`config.mk`:
```
export PLATFORM = sky130hd
export DESIGN_NAME = vedic_mul_seq
export DESIGN_NICKNAME = d
export VERILOG_FILES = /design/src/rtl/vedic_mul_seq.sv
export SDC_FILE = /design/constraint.sdc
export NUM_CORES = 1
export LEC_CHECK = 0
export ABC_CLOCK_PERIOD_IN_PS = 16000
export CORE_MARGIN = 2
export CORE_UTILIZATION = 60
export DETAILED_ROUTE_END_ITERATION = 8
export PLACE_DENSITY_LB_ADDON = 0.1
export SYNTH_ARGS = -nofsm -noshare
export SYNTH_HDL_FRONTEND = slang
export SYNTH_SLANG_ARGS = --single-unit
```
`constraint.sdc`:
```
create_clock -name clk -period 16 [get_ports clk]
set_clock_uncertainty 0.15 [all_clocks]
set_input_delay 1.6 -clock clk [delete_from_list [all_inputs] [get_ports clk]]
set_output_delay 1.6 -clock clk [all_outputs]
set_load 0.02 [all_outputs]
```
`src/rtl/vedic_mul_seq.sv`:
```
// Sequential Vedic multiplier for the RV32IM M-extension: one H x H Vedic core is
// reused over four cycles and its shifted partial products are summed into a 2N-bit accumulator.

module vedic_core #(
    parameter int W = 16
) (
    input  logic [W-1:0]   x,
    input  logic [W-1:0]   y,
    output logic [2*W-1:0] p
);

    generate
        if (W >= 4 && (W % 2) == 0) begin : g_split
            localparam int L = W / 2;

            logic [W-1:0] ll;
            logic [W-1:0] hl;
            logic [W-1:0] lh;
            logic [W-1:0] hh;

            vedic_core #(.W(L)) u_ll (.x(x[L-1:0]), .y(y[L-1:0]), .p(ll));
            vedic_core #(.W(L)) u_hl (.x(x[W-1:L]), .y(y[L-1:0]), .p(hl));
            vedic_core #(.W(L)) u_lh (.x(x[L-1:0]), .y(y[W-1:L]), .p(lh));
            vedic_core #(.W(L)) u_hh (.x(x[W-1:L]), .y(y[W-1:L]), .p(hh));

            // The cross products share the same weight, so they are added at one offset.
            assign p = {hh, ll}
                     + {{L{1'b0}}, hl, {L{1'b0}}}
                     + {{L{1'b0}}, lh, {L{1'b0}}};
        end else begin : g_urdhva
            localparam int CW = $clog2(W) + 2;

            // Urdhva-tiryagbhyam leaf: column-wise crosswise sums with a rippling carry.
            always_comb begin
                logic [CW-1:0] col;
                logic [CW-1:0] carry;
                p     = '0;
                col   = '0;
                carry = '0;
                for (int k = 0; k < 2 * W; k++) begin
                    col = carry;
                    for (int i = 0; i < W; i++) begin
                        for (int j = 0; j < W; j++) begin
                            if (i + j == k) begin
                                col = col + CW'(x[i] & y[j]);
                            end
                        end
                    end
                    p[k]  = col[0];
                    carry = col >> 1;
                end
            end
        end
    endgenerate

endmodule

module vedic_mul_seq #(
    parameter int N = 32
) (
    input  logic         clk,
    input  logic         rst,
    input  logic         in_valid,
    output logic         in_ready,
    input  logic [1:0]   op,
    input  logic [N-1:0] a,
    input  logic [N-1:0] b,
    input  logic         kill,
    output logic         out_valid,
    input  logic         out_ready,
    output logic [N-1:0] result
);

    localparam int H = N / 2;

    typedef enum logic [2:0] {
        IDLE,
        P0,
        P1,
        P2,
        P3,
        FIN,
        DONE
    } state_t;

    state_t state;
    state_t state_nx;

    logic [N-1:0]   mag_a;
    logic [N-1:0]   mag_b;
    logic [1:0]     op_q;
    logic           neg_q;
    logic [2*N-1:0] acc;

    logic           sign_a;
    logic           sign_b;
    logic [N-1:0]   abs_a;
    logic [N-1:0]   abs_b;
    logic           accept;
    logic           zero_op;

    logic [H-1:0]   sub_a;
    logic [H-1:0]   sub_b;
    logic [N-1:0]   sub_p;
    logic [2*N-1:0] addend;
    logic [2*N-1:0] prod_fin;

    assign in_ready  = (state == IDLE);
    assign out_valid = (state == DONE);

    // Magnitude in N unsigned bits: the most negative value maps exactly to 2^(N-1).
    assign sign_a  = a[N-1] & ((op == 2'b01) | (op == 2'b10));
    assign sign_b  = b[N-1] & (op == 2'b01);
    assign abs_a   = sign_a ? -a : a;
    assign abs_b   = sign_b ? -b : b;
    assign accept  = in_valid & in_ready & ~kill;
    assign zero_op = (abs_a == '0) | (abs_b == '0);

    vedic_core #(.W(H)) u_core (
        .x (sub_a),
        .y (sub_b),
        .p (sub_p)
    );

    always_comb begin
        sub_a  = mag_a[H-1:0];
        sub_b  = mag_b[H-1:0];
        addend = {{N{1'b0}}, sub_p};
        case (state)
            P1: begin
                sub_a  = mag_a[N-1:H];
                addend = {{H{1'b0}}, sub_p, {H{1'b0}}};
            end
            P2: begin
                sub_b  = mag_b[N-1:H];
                addend = {{H{1'b0}}, sub_p, {H{1'b0}}};
            end
            P3: begin
                sub_a  = mag_a[N-1:H];
                sub_b  = mag_b[N-1:H];
                addend = {sub_p, {N{1'b0}}};
            end
            default: ;
        endcase
    end

    assign prod_fin = neg_q ? -acc : acc;

    always_ff @(posedge clk) begin
        if (rst) begin
            state <= IDLE;
        end else begin
            state <= state_nx;
        end
    end

    // A flush wins over both the handshake and the normal sequence advance.
    always_comb begin
        state_nx = state;
        if (kill && state != IDLE) begin
            state_nx = IDLE;
        end else begin
            case (state)
                IDLE:    if (accept) state_nx = zero_op ? DONE : P0;
                P0:      state_nx = P1;
                P1:      state_nx = P2;
                P2:      state_nx = P3;
                P3:      state_nx = FIN;
                FIN:     state_nx = DONE;
                DONE:    if (out_ready) state_nx = IDLE;
                default: state_nx = IDLE;
            endcase
        end
    end

    always_ff @(posedge clk) begin
        if (rst) begin
            mag_a  <= '0;
            mag_b  <= '0;
            op_q   <= 2'b00;
            neg_q  <= 1'b0;
            acc    <= '0;
            result <= '0;
        end else begin
            case (state)
                IDLE: begin
                    if (accept) begin
                        mag_a <= abs_a;
                        mag_b <= abs_b;
                        op_q  <= op;
                        neg_q <= sign_a ^ sign_b;
                        acc   <= '0;
                        if (zero_op) begin
                            result <= '0;
                        end
                    end
                end
                P0, P1, P2, P3: begin
                    if (!kill) begin
                        acc <= acc + addend;
                    end
                end
                FIN: begin
                    if (!kill) begin
                        result <= (op_q == 2'b00) ? prod_fin[N-1:0] : prod_fin[2*N-1:N];
                    end
                end
                default: ;
            endcase
        end
    end

endmodule
```
==> results_dict.tcl, run 1 <==
set metrics [dict create \
    outcome "completed" \
    rr_worst_depth 46 \
    leakagePower_nw 12.5 \
    fin_crit_sh_pct 79.1 \
    worst_pin_slew_ps 1280 \
    setup_viol 0 \
    vias 22212 \
    hold_depth 2 \
    avgSynthCellArea_sq_um 7.81 \
    arrival_ps 12820 \
    fmax_ghz 0.0790 \
    critPathSlowestCell "o311ai_0" \
    die-width_um 204 \
    postRouteAntennaNets 0 \
    post-route-util_pct 65.6 \
    hold_buffers 0 \
    wl_per_cell_um 20.0 \
    grt_pass1_vias 21616 \
    yosysMostFrequentCell "nor2_1" \
    synth_xor_area_share_pct 10.2 \
    start_kind "register" \
    totalWireLength_um 72800 \
    numCtsBuffers 17 \
    yosysTopAreaCell "ha_1" \
    path_clk_slew_ps 70 \
    nets 3606 \
    synth_top_area_share_pct 16.0 \
    num_rows 73 \
    clk_latency_ps 460 \
    clockBufferDepth 2 \
    io_pins 105 \
    r2r_end "acc[61]" \
    drt-initial-drc-count 1634 \
    syn_to_final_growth_pct 8.25 \
    viasPerCell 6.12 \
    initial_core_util_pct 60.6 \
    ir_drop_v 0.0000676 \
    fin_total_pwr_w 0.00138 \
    diodes 0 \
    syn-num-nets 3587 \
    cp.required_ps 16170 \
    place.gp.congestion 1.04 \
    cts_resized 0 \
    worstPathMaxFanout 31 \
    grt_max_degree 111 \
    grt_pass1_wl_um 115000 \
    min_to "result[9]" \
    post-dp-hpwl_um 58700 \
    synthFlopType "dfxtp_1" \
    path_class "reg -> reg" \
    end_kind "register" \
    finalCriticalPeriod_ps 12650 \
    power_density_mw_per_mm2 53.0 \
    relSlewSlack_pct 12.3 \
    dieArea_sq_mm 0.0416 \
    grt_antenna_before_repair 0 \
    synth-edff-count 0 \
    synthAdderAreaFrac_pct 27.2 \
    drive_gt1_share_pct 4.92 \
    seq_area_frac_synth_pct 13.8 \
    cp_slowest_stage_delay_ps 810 \
    grt.total_usage_pct 35.2 \
    route.detailed.drc 0 \
    slew_violations 0 \
    io_buffers 104 \
    cts.sinks 166 \
    yosys_warnings 0 \
    r2r-start "state[0]" \
    async_reset_ff_share_pct 0 \
    cts-htree-levels 4 \
    placeableCoreArea_sq_mm 0.0396 \
    grt.overflow.total 0 \
    synth_compound_area_share_pct 21.4 \
    hold_path_startpoint "result[9]" \
    holdCritPathClass "reg -> reg" \
    cts_tree "yes" \
    reg2reg_slack_ps 3350 \
    synthMuxAreaShare_pct 2.30 \
    synth_cells 3075 \
    synth_area_leaders "ha_1, dfxtp_1, fa_1" \
    finalSetupTns_ps 0 \
    cap_viol_max_count 0 \
    fill_cells 3548 \
    rsz0062_at_grt "no" \
    synthSimpleGateAreaFrac_pct 17.7 \
    ys_seq_elements 166 \
    regArea_sq_mm 0.00332 \
    final_hold_viol_count 0 \
    cts_setup_buffers 0 \
    multi_input_area_sq_mm 0.0189 \
    drt_pass1_iterations 6 \
    syn_area_sq_mm 0.0240 \
    root_buffer "clkbuf_16" \
    fp.dieH_um 204 \
    synth_top_family_by_area "adder cells" \
    yosysUniqueCellTypes 94 \
    synthTopCellsByCount "nor2_1, inv_1, ha_1" \
]
-- flip-flops by register name, summed over array words and instances, names as in the netlist --
register and flops:
op_q 2, acc 64, result 32, mag_b 32, mag_a 32, neg_q 1, state 3
-- per-stage QoR --
step | hold WS, ps | instance area [sq um] | setup WS (ps) | cells
floorplan | 282 | 24000 | 4890 | 3075
global placement | 282 | 25400 | 3780 | 3600
detailed placement | 291 | 25400 | 3410 | 3600
CTS | 306 | 26000 | 3380 | 3632
global route | 318 | 26000 | 2240 | 3632
finish | 304 | 26000 | 3350 | 3632
-- layout make-up --
class,instances,share of cell area [%]
clock inverter,10,0.337
tap,525,2.53
clock buffer,22,1.79
sequential,166,12.8
timing repair buffer,140,5.03
inverter,322,4.65
multi-input combinational,2447,72.9
-- metal layers --
layer  global-route usage [%]  share of wire, %  vias to the layer above  routed length [um]
li1                         -                 -                    10708                   -
met1                     43.7                41                    10573               30100
met2                     61.0                49                      750               35400
met3                     3.71               5.4                      181                3920
met4                     16.5               4.7                        0                3390
met5                        0                 0                        -                   0
-- power by group --
part           switching (W)  total, W  internal, W
combinational       0.000346  0.000532     0.000186
sequential         0.0000150  0.000443     0.000428
clock               0.000192  0.000403     0.000211
total               0.000553   0.00138     0.000825
-- worst max-delay path by stage --
| stage | startpoint | end | cells past startpoint | slack [ps] |
|---|---|---|---|---|
| floorplan | state[2] | acc[42] | 51 | 4890 |
| global placement | state[0] | acc[61] | 46 | 3780 |
| detailed placement | state[0] | acc[61] | 46 | 3410 |
| CTS | state[0] | acc[61] | 46 | 3380 |
| global route | state[1] | acc[61] | 47 | 2240 |
| finish | state[0] | acc[61] | 46 | 3350 |
-- cells in the final DEF (no fill, tap or decap), types with 11 or more instances in the layout --
cell type,instances
o31ai_1,28
o21bai_1,24
clkdlybuf4s50_1,103
or2_2,11
a21o_1,94
mux2_2,18
nand3_1,34
o21ai_0,109
fa_1,134
o41ai_1,12
a2111oi_2,13
a31oi_1,22
o211ai_1,13
mux2i_1,33
or3_1,29
nand4_1,26
a22o_1,15
o22ai_1,24
xor2_1,124
a21oi_1,176
dfxtp_1,165
nor2_1,458
nor4_1,13
nand2_1,200
nor2b_1,20
a31o_1,14
and2_1,13
buf_4,37
o21a_1,20
nand2b_1,14
a211oi_1,59
xnor2_1,155
clkbuf_16,17
nor3_1,38
inv_1,322
and3_1,18
a22oi_1,39
ha_1,307
-- cells by family after synthesis --
| kind of cell | count (synthesis) |
|---|---|
| AND/OR/NAND/NOR | 927 |
| AO/OA/AOI/OAI | 747 |
| buffers and inverters | 462 |
| adder cells (fa/ha/maj) | 441 |
| XOR/XNOR | 279 |
| flip-flops | 166 |
| multiplexers | 53 |
-- worst max-delay path: cells and delay by family (launching register included) --
family	cells	cell delay, ps
AO/OA/AOI/OAI	19	4810
flip-flops	1	390
buffers and inverters	6	690
XOR/XNOR	4	980
AND/OR/NAND/NOR	6	1170
adder cells (fa/ha/maj)	10	3630
multiplexers	1	690
Power figures use the tool's default switching activity.
==> run 2: changes to the inputs <==
ABC_CLOCK_PERIOD_IN_PS = 12700   (was 16000)
clock period = 12.7 ns   (was 16 ns; I/O delays follow)
==> results_dict.tcl, run 2 (synthesis results as in run 1) <==
set metrics [dict create \
    fill_cells 3495 \
    dieArea_sq_mm 0.0416 \
    io_buffers 104 \
    grt_pass1_vias 22239 \
    arrival_ps 12080 \
    hold_ws_ps 307 \
    viasPerCell 6.14 \
    drt-initial-drc-count 1584 \
    postRouteAntennaNets 0 \
    post-route-util_pct 66.4 \
    cts.sinks 166 \
    die-width_um 204 \
    vias 22482 \
    fp.dieH_um 204 \
    stdcell_count 3664 \
    initial_core_util_pct 60.6 \
    ir_drop_v 0.000104 \
    cts_tree "yes" \
    cp_slowest_stage_delay_ps 550 \
    final_common_cell "nor2_1" \
    totalWireLength_um 73900 \
    fmax_ghz 0.0841 \
    cap_viol_max_count 0 \
    final_area_sq_mm 0.0263 \
    regArea_sq_mm 0.00332 \
    grt.overflow.total 0 \
    placeableCoreArea_sq_mm 0.0396 \
    top_register "acc" \
    critPathSlowestCell "fa_1" \
    worstPathMaxFanout 31 \
    clk_latency_ps 480 \
    cts-htree-levels 4 \
    drive_gt1_share_pct 5.99 \
    end_kind "register" \
    mostFrequentLayoutCells "nor2_1, inv_1, ha_1" \
    grt.total_usage_pct 35.7 \
    path_clk_slew_ps 80 \
    largest_reg_flops 64 \
    post-dp-hpwl_um 59400 \
    multi_input_area_sq_mm 0.0190 \
    finalCriticalPeriod_ps 11900 \
    numCtsBuffers 17 \
    diodes 0 \
    relSlewSlack_pct 25.1 \
    cp.required_ps 12880 \
    power_density_mw_per_mm2 67.4 \
    crit_top_cell "ha_1" \
    start_kind "register" \
    setup_viol 0 \
    path_class "reg -> reg" \
    worst_pin_slew_ps 1120 \
    place.gp.congestion 0.998 \
    fin_crit_sh_pct 93.7 \
    num_rows 73 \
    leakagePower_nw 12.7 \
    clockBufferDepth 2 \
    root_buffer "clkbuf_16" \
    outcome "completed" \
    place_inst 3614 \
    syn_to_final_growth_pct 9.56 \
    grt_pass1_wl_um 116000 \
    nets 3638 \
    grt_antenna_before_repair 0 \
    place_area_sq_mm 0.0255 \
    holdCritPathClass "reg -> reg" \
    drt_pass1_iterations 5 \
    finalSetupTns_ps 0 \
    route.detailed.drc 0 \
    wl_per_cell_um 20.2 \
    grt_max_degree 119 \
    slew_violations 0 \
    final_hold_viol_count 0 \
    io_pins 105 \
]
[run 2: changes by cell type in the layout (fill, tap and decap cells not counted), moves of 2 or more]
cell        change
buf_4          +29
inv_6           +4
clkbuf_1        -3
inv_8           -3
buf_12          +2
clkinv_4        +2
clkinvlp_4      -2
[run 2: where the power goes]
group / total [W] / internal [W] / switching, W
sequential: 0.000556 / 0.000539 / 0.0000171
clock: 0.000530 / 0.000285 / 0.000245
combinational: 0.000688 / 0.000245 / 0.000442
[run 2: layout make-up]
| class | instances | area share, % |
|---|---|---|
| Timing Repair Buffer | 172 | 6.00 |
| Multi-Input combinational cell | 2447 | 72.0 |
| Tap cell | 525 | 2.50 |
| Clock buffer | 19 | 1.72 |
| Sequential cell | 166 | 12.6 |
| Clock inverter | 13 | 0.523 |
| Inverter | 322 | 4.59 |
[run 2: critical path: cells and delay by family, from the launching register on]
kind / cells / cell delay [ps]
compound gates: 20 / 3940
fa+ha+maj: 10 / 3620
simple gates: 9 / 1600
buf+inv: 7 / 950
xor+xnor: 4 / 810
flops: 1 / 500
mux: 1 / 150
[run 2: metrics by stage]
| stage | setup WS, ps | total power, W |
|---|---|---|
| after CTS | 490 | 0.00177 |
| after global routing | -21.3 | 0.00186 |
| after floorplan | 1590 | 0.00102 |
| after global placement | 989 | 0.00122 |
| final | 805 | 0.00177 |
| after detailed placement | 510 | 0.00124 |
[run 2: repair_timing]
item / CTS / global route
setup buffers: 0 / 18
endpoints found under the setup margin: 0 / 18
hold buffers: 0 / 0
resized for setup: 0 / 6
[run 2: routing by layer]
| layer | vias to the layer above | global-route usage (%) | part of all wire (%) |
|---|---|---|---|
| li1 | 10760 | - | - |
| met1 | 10710 | 42.1 | 40 |
| met2 | 792 | 62.3 | 48 |
| met3 | 220 | 5.40 | 6.2 |
| met4 | 0 | 19.1 | 5.4 |
| met5 | - | 0 | 0 |
[run 2: final timing paths]
kind	cells after the start	from	endpoint	slack, ps
max reg2reg	51	state[2]	acc[56]	800
min reg2reg	2	result[9]	result[9]	310
min	2	result[9]	result[9]	310
max	51	state[2]	acc[56]	800
